## config.mk

```make
export PLATFORM = sky130hd
export DESIGN_NAME = tlu_handshake_core
export DESIGN_NICKNAME = d
export VERILOG_FILES = /design/src/rtl/tlu_handshake_core.sv
export SDC_FILE = /design/constraint.sdc
export NUM_CORES = 1
export LEC_CHECK = 0
export ABC_AREA = 1
export CORE_ASPECT_RATIO = 1.5
export CORE_MARGIN = 2
export CORE_UTILIZATION = 47
export DETAILED_ROUTE_END_ITERATION = 8
export GPL_TIMING_DRIVEN = 0
export HOLD_SLACK_MARGIN = 0.1
export PLACE_DENSITY = 0.8
export SLEW_MARGIN = 20
export SYNTH_ARGS = -nofsm -noshare
export SYNTH_HDL_FRONTEND = slang
export SYNTH_SLANG_ARGS = --single-unit
export TNS_END_PERCENT = 20
```

## constraint.sdc

```tcl
create_clock -name BUS_CLK -period 2.35 [get_ports BUS_CLK]
set_input_delay 0.47 -clock BUS_CLK [delete_from_list [all_inputs] [get_ports BUS_CLK]]
set_output_delay 0.47 -clock BUS_CLK [all_outputs]
set_load 0.01 [all_outputs]
```

## src/rtl/tlu_handshake_core.sv

```systemverilog
// tlu_handshake_core
// TLU trigger receiver: masked and synchronised trigger inputs, the three
// EUDET handshake modes, and one 32-bit word per accepted trigger on a
// valid/ready stream. Trigger, dropped-trigger and timeout bookkeeping
// are kept alongside the handshake state machine.
module tlu_handshake_core #(
   parameter int N_INPUTS   = 4,
   parameter int TRIG_WIDTH = 15,
   parameter int DIVISOR    = 12
) (
   input  logic                BUS_CLK,
   input  logic                BUS_RST_N,
   input  logic [N_INPUTS-1:0] TRIG_IN,
   input  logic [N_INPUTS-1:0] CHAN_MASK,
   input  logic [1:0]          MODE,
   input  logic                MSB_FIRST,
   input  logic [3:0]          DATA_DELAY,
   input  logic [7:0]          LOW_TIMEOUT,
   input  logic                DISABLE_VETO,
   input  logic                FIFO_NEAR_FULL,
   input  logic                CLR,
   output logic                OUT_VALID,
   input  logic                OUT_READY,
   output logic [31:0]         OUT_DATA,
   output logic                TLU_BUSY,
   output logic                TLU_CLOCK,
   output logic [31:0]         TRIG_CNT,
   output logic [15:0]         DROP_CNT,
   output logic                TIMEOUT_ERR
);

   localparam logic [7:0] HALF_M1  = 8'(DIVISOR / 2 - 1);
   localparam logic [4:0] LAST_BIT = 5'(TRIG_WIDTH - 1);
   localparam logic [4:0] WIDTH5   = 5'(TRIG_WIDTH);

   typedef enum logic [1:0] {
      ST_IDLE,
      ST_EMIT,
      ST_WAIT_LOW,
      ST_SHIFT
   } state_t;

   state_t              r_state;
   logic [1:0]          r_mode;
   logic [N_INPUTS-1:0] r_sync1, r_sync2, r_sync3;
   logic                r_trigPrev;
   logic                r_outValid;
   logic [31:0]         r_outData;
   logic                r_busy;
   logic                r_tluClk;
   logic [31:0]         r_trigCnt;
   logic [15:0]         r_dropCnt;
   logic                r_timeoutErr;
   logic [7:0]          r_lowCnt;
   logic [7:0]          r_divCnt;
   logic [4:0]          r_bitCnt;
   logic [4:0]          r_fallCnt;
   logic [3:0]          r_delayCnt;
   logic                r_pending;
   logic [31:0]         r_shift;

   logic                w_trig;
   logic                w_event;
   logic [1:0]          w_effMode;
   logic                w_accept;
   logic                w_drop;
   logic                w_veto;
   logic [31:0]         w_cntInc;
   logic                w_timeout;
   logic                w_falling;
   logic                w_sample;
   logic [4:0]          w_bitIdx;
   logic [31:0]         w_shiftNext;

   assign w_trig    = |(r_sync3 & CHAN_MASK);
   assign w_event   = w_trig & ~r_trigPrev;
   assign w_effMode = (r_state == ST_IDLE) ? MODE : r_mode;
   assign w_accept  = (r_state == ST_IDLE) && (MODE != 2'b00) && w_event && !FIFO_NEAR_FULL;
   assign w_drop    = w_event && (w_effMode == 2'b01) && ((r_state != ST_IDLE) || FIFO_NEAR_FULL);
   assign w_veto    = MODE[1] & FIFO_NEAR_FULL & ~DISABLE_VETO;
   assign w_cntInc  = r_trigCnt + 32'd1;
   assign w_timeout = (r_state == ST_WAIT_LOW) && w_trig && (LOW_TIMEOUT != 8'd0) &&
                      ((r_lowCnt + 8'd1) == LOW_TIMEOUT);
   assign w_falling = (r_state == ST_SHIFT) && r_tluClk && (r_divCnt == HALF_M1);
   assign w_sample  = (r_state == ST_SHIFT) &&
                      ((w_falling && (DATA_DELAY == 4'd0)) || (r_pending && (r_delayCnt == 4'd1)));
   assign w_bitIdx  = MSB_FIRST ? (LAST_BIT - r_bitCnt) : r_bitCnt;

   // Place the sampled trigger-line bit at its final position in the number
   always_comb begin
      w_shiftNext = r_shift;
      if (w_sample) begin
         w_shiftNext[w_bitIdx] = w_trig;
      end
   end

   // Three-stage synchroniser on the raw trigger pins plus edge-detect history
   always_ff @(posedge BUS_CLK) begin
      if (!BUS_RST_N) begin
         r_sync1    <= '0;
         r_sync2    <= '0;
         r_sync3    <= '0;
         r_trigPrev <= 1'b0;
      end else begin
         r_sync1    <= TRIG_IN;
         r_sync2    <= r_sync1;
         r_sync3    <= r_sync2;
         r_trigPrev <= w_trig;
      end
   end

   // Trigger/drop counters and sticky timeout flag; a clear beats any update
   always_ff @(posedge BUS_CLK) begin
      if (!BUS_RST_N) begin
         r_trigCnt    <= '0;
         r_dropCnt    <= '0;
         r_timeoutErr <= 1'b0;
      end else if (CLR) begin
         r_trigCnt    <= '0;
         r_dropCnt    <= '0;
         r_timeoutErr <= 1'b0;
      end else begin
         if (w_accept) begin
            r_trigCnt <= w_cntInc;
         end
         if (w_drop && (r_dropCnt != 16'hFFFF)) begin
            r_dropCnt <= r_dropCnt + 16'd1;
         end
         if (w_timeout) begin
            r_timeoutErr <= 1'b1;
         end
      end
   end

   // Handshake state machine with registered stream and TLU outputs
   always_ff @(posedge BUS_CLK) begin
      if (!BUS_RST_N) begin
         r_state    <= ST_IDLE;
         r_mode     <= 2'b00;
         r_outValid <= 1'b0;
         r_outData  <= '0;
         r_busy     <= 1'b0;
         r_tluClk   <= 1'b0;
         r_lowCnt   <= '0;
         r_divCnt   <= '0;
         r_bitCnt   <= '0;
         r_fallCnt  <= '0;
         r_delayCnt <= '0;
         r_pending  <= 1'b0;
         r_shift    <= '0;
      end else begin
         case (r_state)
            ST_IDLE: begin
               r_busy <= w_veto;
               if (w_accept) begin
                  r_mode   <= MODE;
                  r_lowCnt <= '0;
                  if (MODE == 2'b01) begin
                     r_state    <= ST_EMIT;
                     r_outValid <= 1'b1;
                     r_outData  <= {1'b1, w_cntInc[30:0]};
                  end else begin
                     r_state <= ST_WAIT_LOW;
                     r_busy  <= 1'b1;
                     if (MODE == 2'b10) begin
                        r_outData <= {1'b1, w_cntInc[30:0]};
                     end
                  end
               end
            end
            ST_WAIT_LOW: begin
               if (!w_trig) begin
                  if (r_mode == 2'b11) begin
                     r_state   <= ST_SHIFT;
                     r_tluClk  <= 1'b1;
                     r_divCnt  <= '0;
                     r_bitCnt  <= '0;
                     r_fallCnt <= '0;
                     r_pending <= 1'b0;
                     r_shift   <= '0;
                  end else begin
                     r_state    <= ST_EMIT;
                     r_outValid <= 1'b1;
                  end
               end else if (w_timeout) begin
                  r_state <= ST_IDLE;
                  r_busy  <= w_veto;
               end else begin
                  r_lowCnt <= r_lowCnt + 8'd1;
               end
            end
            ST_SHIFT: begin
               if (r_divCnt == HALF_M1) begin
                  r_divCnt <= '0;
                  if (r_tluClk) begin
                     r_tluClk  <= 1'b0;
                     r_fallCnt <= r_fallCnt + 5'd1;
                  end else if (r_fallCnt != WIDTH5) begin
                     r_tluClk <= 1'b1;
                  end
               end else begin
                  r_divCnt <= r_divCnt + 8'd1;
               end
               if (w_sample) begin
                  r_shift   <= w_shiftNext;
                  r_bitCnt  <= r_bitCnt + 5'd1;
                  r_pending <= 1'b0;
               end else if (r_pending) begin
                  r_delayCnt <= r_delayCnt - 4'd1;
               end
               if (w_falling && (DATA_DELAY != 4'd0)) begin
                  r_pending  <= 1'b1;
                  r_delayCnt <= DATA_DELAY;
               end
               if (w_sample && (r_bitCnt == LAST_BIT)) begin
                  r_state    <= ST_EMIT;
                  r_outValid <= 1'b1;
                  r_outData  <= {1'b1, w_shiftNext[30:0]};
                  r_tluClk   <= 1'b0;
               end
            end
            ST_EMIT: begin
               if (OUT_READY) begin
                  r_outValid <= 1'b0;
                  r_state    <= ST_IDLE;
                  r_busy     <= w_veto;
               end
            end
            default: begin
               r_state <= ST_IDLE;
            end
         endcase
      end
   end

   assign OUT_VALID   = r_outValid;
   assign OUT_DATA    = r_outData;
   assign TLU_BUSY    = r_busy;
   assign TLU_CLOCK   = r_tluClk;
   assign TRIG_CNT    = r_trigCnt;
   assign DROP_CNT    = r_dropCnt;
   assign TIMEOUT_ERR = r_timeoutErr;

endmodule

```

==> run summary <==
The tools report the start point of the critical path as r_state[1]. Flip-flop cell with the highest count after synthesis: dfxtp_1. Routed wire length per instance: 15.1 um.

The final number of hold-violating endpoints came out at 0. The tools report the kind of end point of the critical path as a flop. The power density over cell area was 863 nW/um2.

For the post-route DRC violation count, the log shows 0. Compared with the post-synthesis result, the final layout area differs by 22.9%. Counting the buffers created by CTS gives 17. The most frequent cell on the critical path was nor2_1. The largest individual stage delay along the critical path comes from the cell dfxtp_1. The final critical path time including I/O delays and setup was 2390 ps; the clock tree skew after final layout was 10.6 ps. The post-CTS clock slew at the launch and capture registers of the worst setup and hold paths came out at 60 ps.

Setup repair after global routing could not meet its margin everywhere. The synthesized design contains 0 enable-type register cells. The critical path goes through ha_2, clkinv_2, nor2_1, nand3_1, nor2_1, nand2_1, nand2_1, nor2_1, nor2_1, nor2_1. For this block, the routed nets add up to 26,800 um of wire.

Buffer type at the clock tree root: clkbuf_16. For this run, the top clock speed supported by timing is 418 MHz. The logs give 8,918 for the via count of the first global-routing pass and 8980 um2 for the cell area after technology mapping.

Pin slew with the least headroom to its limit: 721 ps. Counting every net in the synthesized netlist gives 1,426. The number of maximum-capacitance violations is 0, and the clock latency reported for the late side of the worst-skew pair is 430 ps. Buffers placed on the I/O ports in this run total 111. The share of cells above drive strength 1 was 0.0545.

TritonCTS built the clock tree. The clock sink count was 163. The count of endpoints failing setup in the final report was 1; the first-pass GRT wire length was 42,800 um. After the flow finishes, the layout carries non-filler instances totaling 1,776. The flow ran to the end, but the final reports show violations. The width of the chip was 117 um.

The initial antenna violation count is 0. The tools report the distinct cell type count after synthesis as 42. The power after layout was 0.00952 W; the arrival time at the worst endpoint was 2710 ps. Entering global routing, the biggest net connects 17 pins. During I/O placement, the number of pins put on the boundary was 113. The tools report the max-slew violation count as 0.

The count of TritonRoute iterations in the first routing pass is 8. The floorplan step set the die height to 173 um. The endpoint required time on the critical path came out at 2670 ps. The run gives 615 as the initial detailed-routing violation count. The post-layout utilization of the core was 0.592; the total overflow reported by the global router was 0. The average instance area after synthesis is 6.50 um2, and the synthesized instance count is 1,380. The logs give -39.8 ps for the slack of the critical path and 3260 um2 for the total area of sequential cells. The area enclosed by the die boundary came out at 20,200 um2.

Detailed placement ended at an HPWL of 20,400 um. In this run the deepest clock path goes through 2 buffers. The min-delay analysis places its worst path in the category reg -> reg. The max-slew headroom at the worst pin is 0.519.

By startpoint and endpoint, the worst setup path is classified as reg -> reg. The checks that failed: setup timing. The synthesized design contains 163 register bits. The final worst-path cycle share is 1.02, and the overall routing resource usage is 0.266. The tools report the launch instance of the worst register-to-register path as r_state[1]. Yosys printed 0 warnings. The analysis attributes to cell leakage a power of 4.47 nW. The count of nets left with antenna violations once routing finished came out at 0. The post-synthesis sequential area ratio was 0.364. The tools report the row count as 61. The largest single stage delay on the critical path is 410 ps.

Post-placement cell count: 1,743. The startpoint identified for the worst hold timing path is r_sync1[1]. The detailed router placed 9,489 vias in this run.

The run gives 4 as the deepest level of the CTS H-tree. The net count of the finished layout is 1,558. The logs give 0 for the number of buffers inserted by hold repair at cts and 0.946 for the routability congestion estimate from global placement. Summing all multi-input logic gate instances after layout gives 4830 um2. Of all nets on the critical path, the largest fanout is 8.

The run gives 0.482 as the initial core utilization. The per-cell via count in the routed design came out at 5.34. After floorplanning, the core was sized to cover 18,600 um2. The number of filler instances in the final layout came out at 1,790. The count of antenna diodes in the layout was 0; the worst voltage drop across the vdd grid was 0.000503 V. The tools report the startpoint kind of the worst setup timing path as a flop.

The async set or reset register ratio after synthesis works out to 0.
-- worst max-delay path, delay by kind of cell (launching register included) --
| kind | cells | cell delay (ps) |
|---|---|---|
| adder cells (fa/ha/maj) | 1 | 280 |
| buffers and inverters | 1 | 190 |
| flip-flops | 1 | 410 |
| AND/OR/NAND/NOR | 8 | 1400 |
-- synth_stat cells (5+ instances only) --
| library cell | instances | area (um2) |
|---|---|---|
| o21ai_0 | 73 | 365 |
| inv_1 | 175 | 657 |
| clkbuf_1 | 28 | 105 |
| nand3_1 | 113 | 566 |
| a211oi_1 | 6 | 45.0 |
| xnor2_1 | 5 | 43.8 |
| xor2_1 | 34 | 298 |
| nand2_1 | 308 | 1160 |
| o21bai_1 | 24 | 180 |
| nor2_1 | 189 | 709 |
| nor3_1 | 30 | 150 |
| nand4_1 | 17 | 106 |
| buf_2 | 14 | 70.1 |
| dfxtp_1 | 163 | 3260 |
| o21a_1 | 8 | 60.1 |
| nor4_1 | 6 | 37.5 |
| nor2_2 | 5 | 31.3 |
| o21ai_1 | 9 | 45.0 |
| ha_1 | 17 | 213 |
| a21oi_1 | 110 | 551 |
| nor3b_1 | 5 | 37.5 |
-- metal layers --
layer	share of wire	track usage	routed length (um)	vias up
met5	0	0	0	-
met4	0.051	0.138	1360	0
met3	0.053	0.0402	1420	97
met2	0.50	0.460	13400	341
met1	0.40	0.310	10600	4360
li1	-	-	-	4691
-- where the power goes --
part           internal (W)  switching, W
logic               0.00138       0.00197
registers           0.00320      0.000328
clock network       0.00146       0.00118
total               0.00604       0.00348
-- final cells by class --
| cell class | count | share of cell area |
|---|---|---|
| buffer | 50 | 0.0233 |
| tap | 252 | 0.0286 |
| clock inverter | 11 | 0.00941 |
| sequential | 163 | 0.296 |
| timing repair buffer | 113 | 0.102 |
| clock buffer | 20 | 0.0396 |
| multi-input combinational | 983 | 0.438 |
| inverter | 184 | 0.0632 |
-- sequential cells by signal, indices dropped and copies added, names as in the netlist --
name         count
r_state          2
r_sync1          4
DROP_CNT        16
r_divCnt         8
TLU_BUSY         1
r_shift         31
r_sync3          4
OUT_VALID        1
r_mode           2
r_trigPrev       1
r_delayCnt       4
r_bitCnt         5
r_sync2          4
TIMEOUT_ERR      1
OUT_DATA        32
TRIG_CNT        32
r_pending        1
TLU_CLOCK        1
r_fallCnt        5
r_lowCnt         8
-- final timing paths --
check	depth (start not counted)	slack, ps	end
worst max-delay path	10	-40	OUT_DATA[6]
worst min-delay path	2	410	r_sync2[1]
worst max register to register	10	-40	OUT_DATA[6]
worst min register to register	2	410	r_sync2[1]
-- cell usage in the layout (no fill, tap or decap), drive strengths merged, types with 17 or more instances in the layout --
cell type and count:
a21oi 110, buf 20, clkbuf 52, clkdlybuf4s50 111
dfxtp 163, ha 17, inv 182, nand2 311
nand3 115, nand4 17, nor2 194, nor3 30
o21ai 82, o21bai 24, xor2 35
-- per-stage QoR --
step                hold slack, ps  setup TNS [ps]  setup WS, ps  cell area (um2)
floorplan                      390               0           449             8980
global placement               396          -45460          -591            10400
detailed placement             400          -49560          -590            10400
CTS                            416               0          11.9            11000
global route                   435           -1800          -109            11000
finish                         414           -39.8         -39.8            11000
-- timing repair --
item	CTS	global route
endpoints found under the setup margin	67	99
setup buffers	2	0
gates resized for setup	7	27
pin swaps	1	0
-- kinds of logic after synthesis --
family,count (synthesis),share of synthesized area
AOI/OAI and AO/OA,238,0.145
xor gates and xnor gates,40,0.0399
adders and majority gates,17,0.0237
buffers and inverters,234,0.103
DFF,163,0.364
and+or+nand+nor,688,0.325
Power figures use the tool's default switching activity.
